File: src/rtl/sram_page_writer_pkg.sv
// Shared types and constants for the SRAM ingress page writer.
// Build option: PAGE_WRITER_STATS_EN adds packet and stall counters to the top.
package sram_page_writer_pkg;

  localparam int PORT_NUM        = 16;
  localparam int DATA_WIDTH      = 16;
  localparam int PAGE_WORDS      = 8;
  localparam int PAGE_ADDR_WIDTH = 11;
  localparam int PORT_W          = $clog2(PORT_NUM);
  localparam int OFFSET_W        = $clog2(PAGE_WORDS);
  localparam int SRAM_ADDR_W     = PAGE_ADDR_WIDTH + OFFSET_W;

  typedef logic [PORT_W-1:0]          port_t;
  typedef logic [PAGE_ADDR_WIDTH-1:0] page_t;
  typedef logic [DATA_WIDTH-1:0]      data_t;
  typedef logic [OFFSET_W-1:0]        offset_t;
  typedef logic [7:0]                 ecc_t;

  typedef enum logic [1:0] {
    WR_IDLE  = 2'd0,
    WR_WRITE = 2'd1,
    WR_CLOSE = 2'd2
  } wr_state_e;

  // Every registered output of the writer, updated together each cycle.
  typedef struct packed {
    logic                   wr_op;
    port_t                  wr_port;
    logic                   sram_wr_en;
    logic [SRAM_ADDR_W-1:0] sram_wr_addr;
    data_t                  sram_din;
    logic                   ecc_wr_en;
    page_t                  ecc_wr_addr;
    ecc_t                   ecc_din;
    logic                   link_wr_en;
    page_t                  link_prev;
    page_t                  link_next;
    logic                   pkt_done;
    port_t                  pkt_port;
    page_t                  pkt_head;
    page_t                  pkt_pages;
  } wr_out_t;

  function automatic ecc_t ecc_fold(input data_t w);
    return w[15:8] ^ w[7:0];
  endfunction

endpackage

File: src/rtl/sram_page_writer_if.sv
// Ingress word stream into the page writer: valid/ready handshake plus payload.
interface sram_page_writer_if;
  import sram_page_writer_pkg::*;

  logic  in_valid;
  port_t in_port;
  data_t in_data;
  logic  in_last;
  logic  in_ready;

  modport master (output in_valid, in_port, in_data, in_last, input in_ready);
  modport slave  (input in_valid, in_port, in_data, in_last, output in_ready);
endinterface

File: src/rtl/sram_page_writer_page_ecc_acc.sv
// Per-page ECC accumulator: XOR of folded words, cleared when the page closes.
module page_ecc_acc
  import sram_page_writer_pkg::*;
(
  input  logic  clk,
  input  logic  rst_n,
  input  logic  word_en,
  input  logic  page_close,
  input  data_t word,
  output ecc_t  ecc_next
);

  ecc_t acc_q, acc_d;

  always_comb begin
    // NOTE: every always_comb output gets a default before any branch, so no latch is inferred.
    ecc_next = acc_q ^ ecc_fold(word);
    acc_d    = acc_q;
    if (word_en) acc_d = page_close ? '0 : ecc_next;
  end

  always_ff @(posedge clk or negedge rst_n) begin
    // NOTE: state is updated with non-blocking assignments so all flops sample the same pre-edge values.
    if (!rst_n) acc_q <= '0;
    else        acc_q <= acc_d;
  end

endmodule

File: src/rtl/sram_page_writer.sv
// Packs ingress packet words into 8-word SRAM pages, popping pages and emitting ECC/link/done records.
// Build option: PAGE_WRITER_STATS_EN adds stat_pkts and stat_stall_cycles outputs.
module sram_page_writer
  import sram_page_writer_pkg::*;
(
  input  logic                   clk,
  input  logic                   rst_n,
  sram_page_writer_if.slave      in_if,
  input  page_t                  null_ptr,
  input  page_t                  free_space,
  output logic                   wr_op,
  output port_t                  wr_port,
  output logic                   sram_wr_en,
  output logic [SRAM_ADDR_W-1:0] sram_wr_addr,
  output data_t                  sram_din,
  output logic                   ecc_wr_en,
  output page_t                  ecc_wr_addr,
  output ecc_t                   ecc_din,
  output logic                   link_wr_en,
  output page_t                  link_prev,
  output page_t                  link_next,
  output logic                   pkt_done,
  output port_t                  pkt_port,
  output page_t                  pkt_head,
  output page_t                  pkt_pages
`ifdef PAGE_WRITER_STATS_EN
  ,
  output logic [31:0]            stat_pkts,
  output logic [31:0]            stat_stall_cycles
`endif
);

  localparam logic [1:0] S_IDLE  = 2'(WR_IDLE);
  localparam logic [1:0] S_WRITE = 2'(WR_WRITE);
  localparam logic [1:0] S_CLOSE = 2'(WR_CLOSE);

  logic [1:0] state_q, state_d;
  offset_t    offset_q, offset_d;
  page_t      cur_page_q, cur_page_d;
  page_t      head_q, head_d;
  page_t      pages_q, pages_d;
  port_t      port_q, port_d;
  wr_out_t    out_q, out_d;

  logic ready, accept, first, alloc, last, page_close;
  ecc_t ecc_next;

  // Ready is forced low under reset so every output reads 0 while rst_n is asserted.
  assign ready = rst_n && ((state_q == S_IDLE  && free_space != '0) ||
                           (state_q == S_WRITE && (offset_q != '0 || free_space != '0)));
  assign in_if.in_ready = ready;

  assign accept     = in_if.in_valid && ready;
  assign first      = (state_q == S_IDLE);
  assign alloc      = accept && (offset_q == '0);
  assign last       = accept && in_if.in_last;
  assign page_close = accept && (offset_q == offset_t'(PAGE_WORDS - 1) || in_if.in_last);

  page_ecc_acc u_ecc (
    .clk        (clk),
    .rst_n      (rst_n),
    .word_en    (accept),
    .page_close (page_close),
    .word       (in_if.in_data),
    .ecc_next   (ecc_next)
  );

  always_comb begin
    state_d    = state_q;
    offset_d   = offset_q;
    cur_page_d = cur_page_q;
    head_d     = head_q;
    pages_d    = pages_q;
    port_d     = port_q;
    out_d      = out_q;
    out_d.wr_op      = 1'b0;
    out_d.sram_wr_en = 1'b0;
    out_d.ecc_wr_en  = 1'b0;
    out_d.link_wr_en = 1'b0;
    out_d.pkt_done   = 1'b0;

    if (alloc) begin
      cur_page_d  = null_ptr;
      out_d.wr_op = 1'b1;
      if (first) begin
        head_d  = null_ptr;
        port_d  = in_if.in_port;
        pages_d = page_t'(1);
      end else begin
        pages_d          = pages_q + page_t'(1);
        out_d.link_wr_en = 1'b1;
        out_d.link_prev  = cur_page_q;
        out_d.link_next  = null_ptr;
      end
      out_d.wr_port = port_d;
    end

    if (accept) begin
      out_d.sram_wr_en   = 1'b1;
      out_d.sram_wr_addr = {cur_page_d, offset_q};
      out_d.sram_din     = in_if.in_data;
      offset_d           = last ? '0 : offset_q + offset_t'(1);
    end

    if (page_close) begin
      out_d.ecc_wr_en   = 1'b1;
      out_d.ecc_wr_addr = cur_page_d;
      out_d.ecc_din     = ecc_next;
    end

    if (last) begin
      out_d.pkt_done  = 1'b1;
      out_d.pkt_head  = head_d;
      out_d.pkt_port  = port_d;
      out_d.pkt_pages = pages_d;
    end

    case (state_q)
      S_IDLE:  if (accept) state_d = last ? S_CLOSE : S_WRITE;
      S_WRITE: if (last)   state_d = S_CLOSE;
      default: state_d = S_IDLE;
    endcase
  end

  always_ff @(posedge clk or negedge rst_n) begin
    if (!rst_n) begin
      state_q    <= S_IDLE;
      offset_q   <= '0;
      cur_page_q <= '0;
      head_q     <= '0;
      pages_q    <= '0;
      port_q     <= '0;
      out_q      <= '0;
    end else begin
      state_q    <= state_d;
      offset_q   <= offset_d;
      cur_page_q <= cur_page_d;
      head_q     <= head_d;
      pages_q    <= pages_d;
      port_q     <= port_d;
      out_q      <= out_d;
    end
  end

  assign wr_op        = out_q.wr_op;
  assign wr_port      = out_q.wr_port;
  assign sram_wr_en   = out_q.sram_wr_en;
  assign sram_wr_addr = out_q.sram_wr_addr;
  assign sram_din     = out_q.sram_din;
  assign ecc_wr_en    = out_q.ecc_wr_en;
  assign ecc_wr_addr  = out_q.ecc_wr_addr;
  assign ecc_din      = out_q.ecc_din;
  assign link_wr_en   = out_q.link_wr_en;
  assign link_prev    = out_q.link_prev;
  assign link_next    = out_q.link_next;
  assign pkt_done     = out_q.pkt_done;
  assign pkt_port     = out_q.pkt_port;
  assign pkt_head     = out_q.pkt_head;
  assign pkt_pages    = out_q.pkt_pages;

`ifdef PAGE_WRITER_STATS_EN
  logic [31:0] stat_pkts_q, stat_pkts_d, stat_stall_q, stat_stall_d;

  // Counters saturate rather than wrap.
  always_comb begin
    stat_pkts_d  = stat_pkts_q;
    stat_stall_d = stat_stall_q;
    if (out_d.pkt_done && stat_pkts_q != '1) stat_pkts_d = stat_pkts_q + 32'd1;
    if (in_if.in_valid && !ready && state_q != S_CLOSE && stat_stall_q != '1)
      stat_stall_d = stat_stall_q + 32'd1;
  end

  always_ff @(posedge clk or negedge rst_n) begin
    if (!rst_n) begin
      stat_pkts_q  <= '0;
      stat_stall_q <= '0;
    end else begin
      stat_pkts_q  <= stat_pkts_d;
      stat_stall_q <= stat_stall_d;
    end
  end

  assign stat_pkts         = stat_pkts_q;
  assign stat_stall_cycles = stat_stall_q;
`endif

endmodule

File: src/flat_wrapper.sv
// flat-port wrapper written by rule: the top's interface ports become plain ports
module sram_page_writer_flat import sram_page_writer_pkg::*;
  (clk, rst_n, null_ptr, free_space, wr_op, wr_port, sram_wr_en, sram_wr_addr, sram_din, ecc_wr_en, ecc_wr_addr, ecc_din, link_wr_en, link_prev, link_next, pkt_done, pkt_port, pkt_head, pkt_pages, in_if_in_valid, in_if_in_port, in_if_in_data, in_if_in_last, in_if_in_ready);
  sram_page_writer_if in_if_i ();
  input  logic clk;
  input  logic rst_n;
  input  page_t null_ptr;
  input  page_t free_space;
  output logic wr_op;
  output port_t wr_port;
  output logic sram_wr_en;
  output logic [SRAM_ADDR_W-1:0] sram_wr_addr;
  output data_t sram_din;
  output logic ecc_wr_en;
  output page_t ecc_wr_addr;
  output ecc_t ecc_din;
  output logic link_wr_en;
  output page_t link_prev;
  output page_t link_next;
  output logic pkt_done;
  output port_t pkt_port;
  output page_t pkt_head;
  output page_t pkt_pages;
  input wire logic [$bits(in_if_i.in_valid)-1:0] in_if_in_valid;
  input wire logic [$bits(in_if_i.in_port)-1:0] in_if_in_port;
  input wire logic [$bits(in_if_i.in_data)-1:0] in_if_in_data;
  input wire logic [$bits(in_if_i.in_last)-1:0] in_if_in_last;
  output wire logic [$bits(in_if_i.in_ready)-1:0] in_if_in_ready;
  assign in_if_i.in_valid = in_if_in_valid;
  assign in_if_i.in_port = in_if_in_port;
  assign in_if_i.in_data = in_if_in_data;
  assign in_if_i.in_last = in_if_in_last;
  assign in_if_in_ready = in_if_i.in_ready;
  sram_page_writer u_core (.clk(clk), .rst_n(rst_n), .in_if(in_if_i), .null_ptr(null_ptr), .free_space(free_space), .wr_op(wr_op), .wr_port(wr_port), .sram_wr_en(sram_wr_en), .sram_wr_addr(sram_wr_addr), .sram_din(sram_din), .ecc_wr_en(ecc_wr_en), .ecc_wr_addr(ecc_wr_addr), .ecc_din(ecc_din), .link_wr_en(link_wr_en), .link_prev(link_prev), .link_next(link_next), .pkt_done(pkt_done), .pkt_port(pkt_port), .pkt_head(pkt_head), .pkt_pages(pkt_pages));
endmodule
File: config.mk
export PLATFORM = sky130hd
export DESIGN_NAME = sram_page_writer_flat
export DESIGN_NICKNAME = d
export VERILOG_FILES = /design/src/rtl/sram_page_writer_pkg.sv /design/src/rtl/sram_page_writer_if.sv /design/src/rtl/sram_page_writer_page_ecc_acc.sv /design/src/rtl/sram_page_writer.sv /design/src/flat_wrapper.sv
export SDC_FILE = /design/constraint.sdc
export NUM_CORES = 1
export LEC_CHECK = 0
export ABC_AREA = 0
export BUFFER_PORTS_ARGS = -buffer_cell sky130_fd_sc_hd__buf_4
export CORE_ASPECT_RATIO = 0.8
export CORE_MARGIN = 2
export CORE_UTILIZATION = 40
export CTS_CLUSTER_SIZE = 8
export DETAILED_ROUTE_END_ITERATION = 8
export HOLD_SLACK_MARGIN = 0.05
export PLACE_DENSITY_LB_ADDON = 0.25
export RECOVER_POWER = 25
export SYNTH_ARGS = -nofsm -noshare
export SYNTH_HDL_FRONTEND = slang
export SYNTH_SLANG_ARGS = --single-unit
File: constraint.sdc
create_clock -name clk -period 2.65 [get_ports clk]
set_input_delay 0.53 -clock clk [delete_from_list [all_inputs] [get_ports clk]]
set_output_delay 0.53 -clock clk [all_outputs]
set_load 0.02 [all_outputs]
==> qor.yml, run 1 <==
cts:
  tritoncts: "yes"
  cts.clk_slew.worst_paths_ns: 0.07
  numCtsBuffers: 17
  clock_latency_ns: 0.43
  ctsHtreeMaxLevel: 4
  holdBufCountCts: 0
  clockRootBuffer: "clkbuf_16"
  cts.sinks: 156
  clock_path_buffers: 2
finish:
  final_area_um2: 8650
  final-seq-area_um2: 3900
  nNetsFinal: 749
  diodes: 0
  multi_input_area_um2: 2550
  drive_gt1_frac: 0.402
  areaGrowthSynthToFinish_pct: 30.8
  final_core_util: 0.530
  fillers: 1419
  instances_no_fill: 931
power_and_ir_drop:
  p_clk_frac: 0.258
  p_leak_nw: 3.92
  powerDensity_nw_per_um2: 1130
  cell_internal_pwr_mw: 6.45
  ir_worst_vdd_mv: 0.852
  p_seq_frac: 0.390
  switchingPower_mw: 3.36
  swShare: 0.342
  combinationalPowerShare: 0.352
outcome:
  outcome: "completed"
timing:
  finalSetupViolations: 0
  worst_pin_slew_ns: 0.838
  slew_headroom: 0.441
  grt_setup_unrepaired: "no"
  clock_skew_ns: 0.0131
  fin_crit_ns: 2.55
  hold_violations: 0
  finalCritPeriodShare: 0.964
  maxSlewViolCount: 0
  fmax_mhz: 391
  tns_ns: 0
die:
  initial_core_util: 0.405
  die_x_um: 148
  num_rows: 42
  core_um2: 16300
  die-area_um2: 17600
  ioPinCount: 153
  die_h_um: 119
logic_synthesis:
  ys_seq_area_frac: 0.590
  yosysWarnings: 0
  syn_area_um2: 6620
  async_flop_share: 1.00
  synth-seq-cells: 156
  syn-num-nets: 594
  synth.avg_cell_area_um2: 12.2
  syn_inst: 544
  synth_cell_types: 46
  synth_edf_count: 0
  synth-main-ff-cell: "dfrtp_1"
grt:
  antenna_found_initial: 1
  grt_pass1_vias: 5024
  grt_pass1_wl_um: 27500
  grt_start_max_net_pins: 68
  track_usage: 0.201
  grt-ovfl-total: 0
route:
  first_pass_iters: 5
  routed_via_density: 5.34
  antenna_left: 0
  wl_per_cell_um: 18.3
  drt_iter0_drc: 268
  dr_total_vias: 4969
  drt-total-wl_um: 17000
  drc: 0
placement:
  gp_congestion: 0.794
  dpl-instance-area_um2: 8070
  placed_cells: 899
  port_buffers: 152
  hpwl_um: 11800
worst_setup_path:
  path_buf_inv: 3
  crit_type: "flop to output pin"
  path_max_fanout: 4
  start_kind: "flop"
  crit_top_cell: "buf_4"
  cp_slowest_cell: "dfrtp_1"
  slowest_delay_ns: 0.39
  critical_path.top_delay_family: "buffers and inverters"
  cp.arrival_ns: 2.02
  rr_worst_depth: 7
  crit_path_cell_trace: "inv_1 > ha_1 > nand2b_4 > a2111oi_4 > buf_4 > nor3b_1 > buf_4"
  cp-end-kind: "output pin"
  required_ns: 2.12
  cp_num_cells: 7
min_path:
  hp-class: "primary input to async pin"
run:
  cap_violations: 0
## what timing repair did
item | 4_1_cts | 5_1_grt
setup endpoints to repair | 1 | 1
gates cloned | 0 | 0
buffers inserted | 0 | 1
gates resized for setup | 4 | 1
## cell families (layout without fill, tap and decap cells)
| kind of cell | count (synthesis) | in the layout | share of synthesized area |
|---|---|---|---|
| xor gates and xnor gates | 8 | 8 | 0.0106 |
| AOI/OAI and AO/OA | 113 | 113 | 0.111 |
| adders and majority gates | 4 | 4 | 0.00756 |
| muxes | 84 | 84 | 0.146 |
| buffers and inverters | 45 | 212 | 0.0310 |
| and+or+nand+nor | 134 | 134 | 0.104 |
| DFF | 156 | 156 | 0.590 |
## registers in the layout, summed over array words and instances (netlist names)
name and count:
u_core.sram_wr_addr 14, u_core.port_q 4, u_core.wr_port 4, u_core.link_wr_en 1
u_core.ecc_wr_addr 11, u_core.wr_op 1, u_core.cur_page_q 11, u_core.offset_q 3
u_core.pkt_pages 11, u_core.u_ecc.acc_q 8, u_core.ecc_din 8, u_core.pkt_head 11
u_core.ecc_wr_en 1, u_core.state_q 2, u_core.pkt_done 1, u_core.head_q 11
u_core.pkt_port 4, u_core.link_prev 11, u_core.pages_q 11, u_core.sram_wr_en 1
u_core.link_next 11, u_core.sram_din 16
## path summary, 6_finish.rpt
check	from	endpoint	slack, ns
max	u_core.offset_q[0]	in_if_in_ready	0.1
min	rst_n	u_core.offset_q[2]	0.32
max in group asynchronous	rst_n	u_core.ecc_wr_addr[4]	0.79
min in group clk	in_if_in_data[14]	u_core.sram_din[14]	0.35
min reg2reg	u_core.link_next[0]	u_core.link_next[0]	0.50
max reg2reg	u_core.offset_q[0]	u_core.ecc_wr_addr[3]	0.13
## metal layers
metal	vias to the layer above	share of wire	GRT usage
li1	2301	-	-
met1	2513	0.46	0.286
met2	138	0.47	0.308
met3	15	0.057	0.0510
met4	2	0.012	0.0577
met5	-	0.00070	0
## power groups by stage
stage	Clock (mW)	Combinational, mW	Sequential [mW]
after detailed placement	0	3.50	3.86
after global routing	2.69	3.70	3.95
final	2.53	3.45	3.83
after CTS	2.59	3.52	3.83
after global placement	0	3.42	3.83
after floorplan	0	1.29	4.49
## metrics by stage
step	total power, mW	setup WS (ns)	hold slack, ns
global route	10.3	0.00155	0.338
global placement	7.25	-0.153	0.486
floorplan	5.78	0.152	0.234
finish	9.81	0.0954	0.319
CTS	9.95	0.0422	0.123
detailed placement	7.36	-0.104	0.492
## layout by cell type, fill, tap and decap left out, types with 3 or more instances in the layout
cell type,n
dfrtp_1,156
nand2b_1,4
or2_2,10
buf_4,157
ha_1,4
mux2_2,74
nand4_1,3
xnor2_1,8
o2bb2ai_1,8
nor4_1,6
and3_1,4
clkbuf_16,17
nand2_1,40
buf_12,3
bufinv_16,4
nand4b_1,3
and2_1,10
nor3_1,3
mux2i_1,3
nor2b_1,3
nand3_1,25
nor2_1,15
mux2_4,7
clkbuf_1,17
inv_1,7
o21ai_0,30
a31oi_1,62
## synth_stat cells (all sizes together), types with 5 or more instances
cell type	number	area (um^2)
nor4	6	37.5
nand3	25	125
nand2	40	150
o21ai	30	150
or2	10	62.6
inv	8	30.0
mux2	81	938
nand2b	5	31.3
a31oi	62	388
xnor2	8	70.1
o2bb2ai	8	70.1
clkbuf	21	80.1
and2	10	62.6
dfrtp	156	3900
nor2	15	56.3
buf	16	95.1
## layout make-up
type                            instances  share of cell area
Tap cell                              220              0.0318
Multi-Input combinational cell        343               0.295
Sequential cell                       156               0.451
Clock inverter                         10              0.0189
Timing Repair Buffer                  173               0.149
Inverter                                8             0.00347
Clock buffer                           21              0.0509
Note: power is estimated with default switching activity, not from simulation.
==> inputs of run 2 (changes only) <==
Settings changed: CORE_MARGIN 2 to unset.
==> qor.yml, run 2 (synthesis gave the netlist of run 1 again) <==
finish:
  mostFrequentLayoutCell: "buf_4"  # unchanged
  nNetsFinal: 751  # was 749
  most-common-layout-cells: "buf_4 (170), dfrtp_1 (156), mux2_2 (74)"  # was buf_4 (157), dfrtp_1 (156), mux2_2 (74)
  drive_gt1_frac: 0.429  # was 0.402
  fillers: 1371  # was 1419
  final_area_um2: 8690  # was 8650 um^2
  diodes: 0  # unchanged
  final-seq-area_um2: 3900  # unchanged
  multi_input_area_um2: 2550  # unchanged
  areaGrowthSynthToFinish_pct: 31.3  # was 30.8%
  final_core_util: 0.545  # was 0.530
  largest_reg_flops: 16  # unchanged
timing:
  hold_violations: 0  # unchanged
  finalSetupViolations: 0  # unchanged
  finalCritPeriodShare: 0.955  # was 0.964
  fin_crit_ns: 2.53  # was 2.55 ns
  slew_headroom: -0.376  # was 0.441
  fmax_mhz: 395  # was 391 MHz
  setup_ws_ns: 0.118  # was 0.0954 ns
  clock_skew_ns: 0.0130  # was 0.0131 ns
  maxSlewViolCount: 95  # was 0
  worst_pin_slew_ns: 2.06  # was 0.838 ns
  whs_ns: 0.270  # was 0.319 ns
worst_setup_path:
  path_max_fanout: 4  # unchanged
  start_kind: "flop"  # unchanged
  crit_path_cell_trace: "inv_1 > ha_1 > nand2b_2 > a2111oi_4 > buf_4 > nor3b_2 > buf_4"  # was inv_1 > ha_1 > nand2b_4 > a2111oi_4 > buf_4 > nor3b_1 > buf_4
  crit_type: "flop to output pin"  # unchanged
  required_ns: 2.12  # about the same
  cp-end-kind: "output pin"  # unchanged
  cp.arrival_ns: 2.00  # was 2.02 ns
  crit_top_cell: "buf_4"  # unchanged
  ff2ff_setup_slack_ns: 0.26  # was 0.13 ns
  path_buf_inv: 3  # unchanged
  slowest_delay_ns: 0.39  # about the same
  critical_path.top_delay_family: "buffers and inverters"  # unchanged
  cp_slowest_cell: "dfrtp_1"  # unchanged
placement:
  place_ws_ns: 0.00671  # was -0.104 ns
  gp_congestion: 0.802  # was 0.794
  dpl-instance-area_um2: 8060  # was 8070 um^2
  port_buffers: 152  # unchanged
  hpwl_um: 11600  # was 11800 um
grt:
  antenna_found_initial: 0  # was 1
  grt-ovfl-total: 0  # unchanged
  grt_start_max_net_pins: 95  # was 68
  grt_pass1_wl_um: 27800  # was 27500 um
  grt_pass1_vias: 5208  # was 5024
  track_usage: 0.213  # was 0.201
outcome:
  violations: "max-capacitance violations, max-slew violations"
  outcome: "finished, violations left"  # was completed
power_and_ir_drop:
  p_leak_nw: 3.98  # was 3.92 nW
  totalPowerFinal_mw: 9.76  # was 9.81 mW
  ir_worst_vdd_mv: 0.599  # was 0.852 mV
  powerDensity_nw_per_um2: 1120  # was 1130 nW/um^2
die:
  core_um2: 16000  # was 16300 um^2
  die_x_um: 146  # was 148 um
  initial_core_util: 0.415  # was 0.405
  num_rows: 41  # was 42
  die-area_um2: 17100  # was 17600 um^2
  ioPinCount: 153  # unchanged
  die_h_um: 117  # was 119 um
cts:
  clockRootBuffer: "clkbuf_16"  # unchanged
  numCtsBuffers: 17  # unchanged
  cts.sinks: 156  # unchanged
  ctsHtreeMaxLevel: 4  # unchanged
  clock_path_buffers: 2  # unchanged
  cts.clk_slew.worst_paths_ns: 0.06  # was 0.07 ns
  clock_latency_ns: 0.43  # about the same
  tritoncts: "yes"  # unchanged
run:
  cap_violations: 1  # was 0
route:
  drc: 0  # unchanged
  antenna_left: 0  # unchanged
  drt_iter0_drc: 290  # was 268
  routed_via_density: 5.41  # was 5.34
  first_pass_iters: 4  # was 5
  dr_total_vias: 5022  # was 4969
  wl_per_cell_um: 18.6  # was 18.3 um
  drt-total-wl_um: 17300  # was 17000 um
min_path:
  hp-class: "primary input to async pin"  # unchanged
## run 2: final timing paths
check / startpoint / cells past startpoint / to
setup reg to reg: u_core.offset_q[0] / 8 / u_core.sram_wr_addr[6]
setup / recovery: u_core.offset_q[0] / 7 / in_if_in_ready
min in group clk: in_if_in_data[1] / 2 / u_core.sram_din[1]
hold reg to reg: u_core.cur_page_q[2] / 1 / u_core.link_prev[2]
max in group asynchronous: rst_n / 2 / u_core.link_prev[0]
hold / removal: rst_n / 2 / u_core.pkt_pages[3]
## run 2: area by class of cell
type	count	area share
Clock inverter	13	0.0160
Timing Repair Buffer	175	0.154
Clock buffer	19	0.0521
Tap cell	215	0.0310
Multi-Input combinational cell	343	0.294
Inverter	8	0.00346
Sequential cell	156	0.449
## run 2: layer usage
| metal | global-route usage | part of all wire |
|---|---|---|
| met3 | 0.0562 | 0.062 |
| met1 | 0.287 | 0.45 |
| met2 | 0.337 | 0.47 |
| met5 | 0 | 0 |
| met4 | 0.0709 | 0.016 |
## run 2: what timing repair did
item,in CTS,in global routing
hold buffers,1,0
gates resized for setup,3,2
buffers inserted,0,1
endpoints found under the setup margin,1,1
pin swaps,0,1
cloned,0,0
hold endpoints to repair,12,0
## run 2: through the flow
stage | setup TNS [ns] | instances
6_report | 0 | 929
2_1_floorplan | 0 | 544
4_1_cts | 0 | 928
3_3_place_gp | -0.0975 | 895
5_1_grt | -0.00633 | 929
3_5_place_dp | 0 | 895
## run 2: worst register-to-register path: cells and delay by family, from the launching register on
kind / cells / cell delay (ns)
simple gates: 2 / 0.27
compound gates: 1 / 0.30
flops: 1 / 0.37
mux: 1 / 0.41
buf+inv: 3 / 0.69
fa+ha+maj: 1 / 0.23
## run 2: power by group
part           switching (mW)  total [mW]  leakage (nW)  internal [mW]
Sequential              0.541        3.83          1.87           3.29
Combinational            1.87        3.50          1.82           1.63
Clock                    1.00        2.44         0.290           1.44
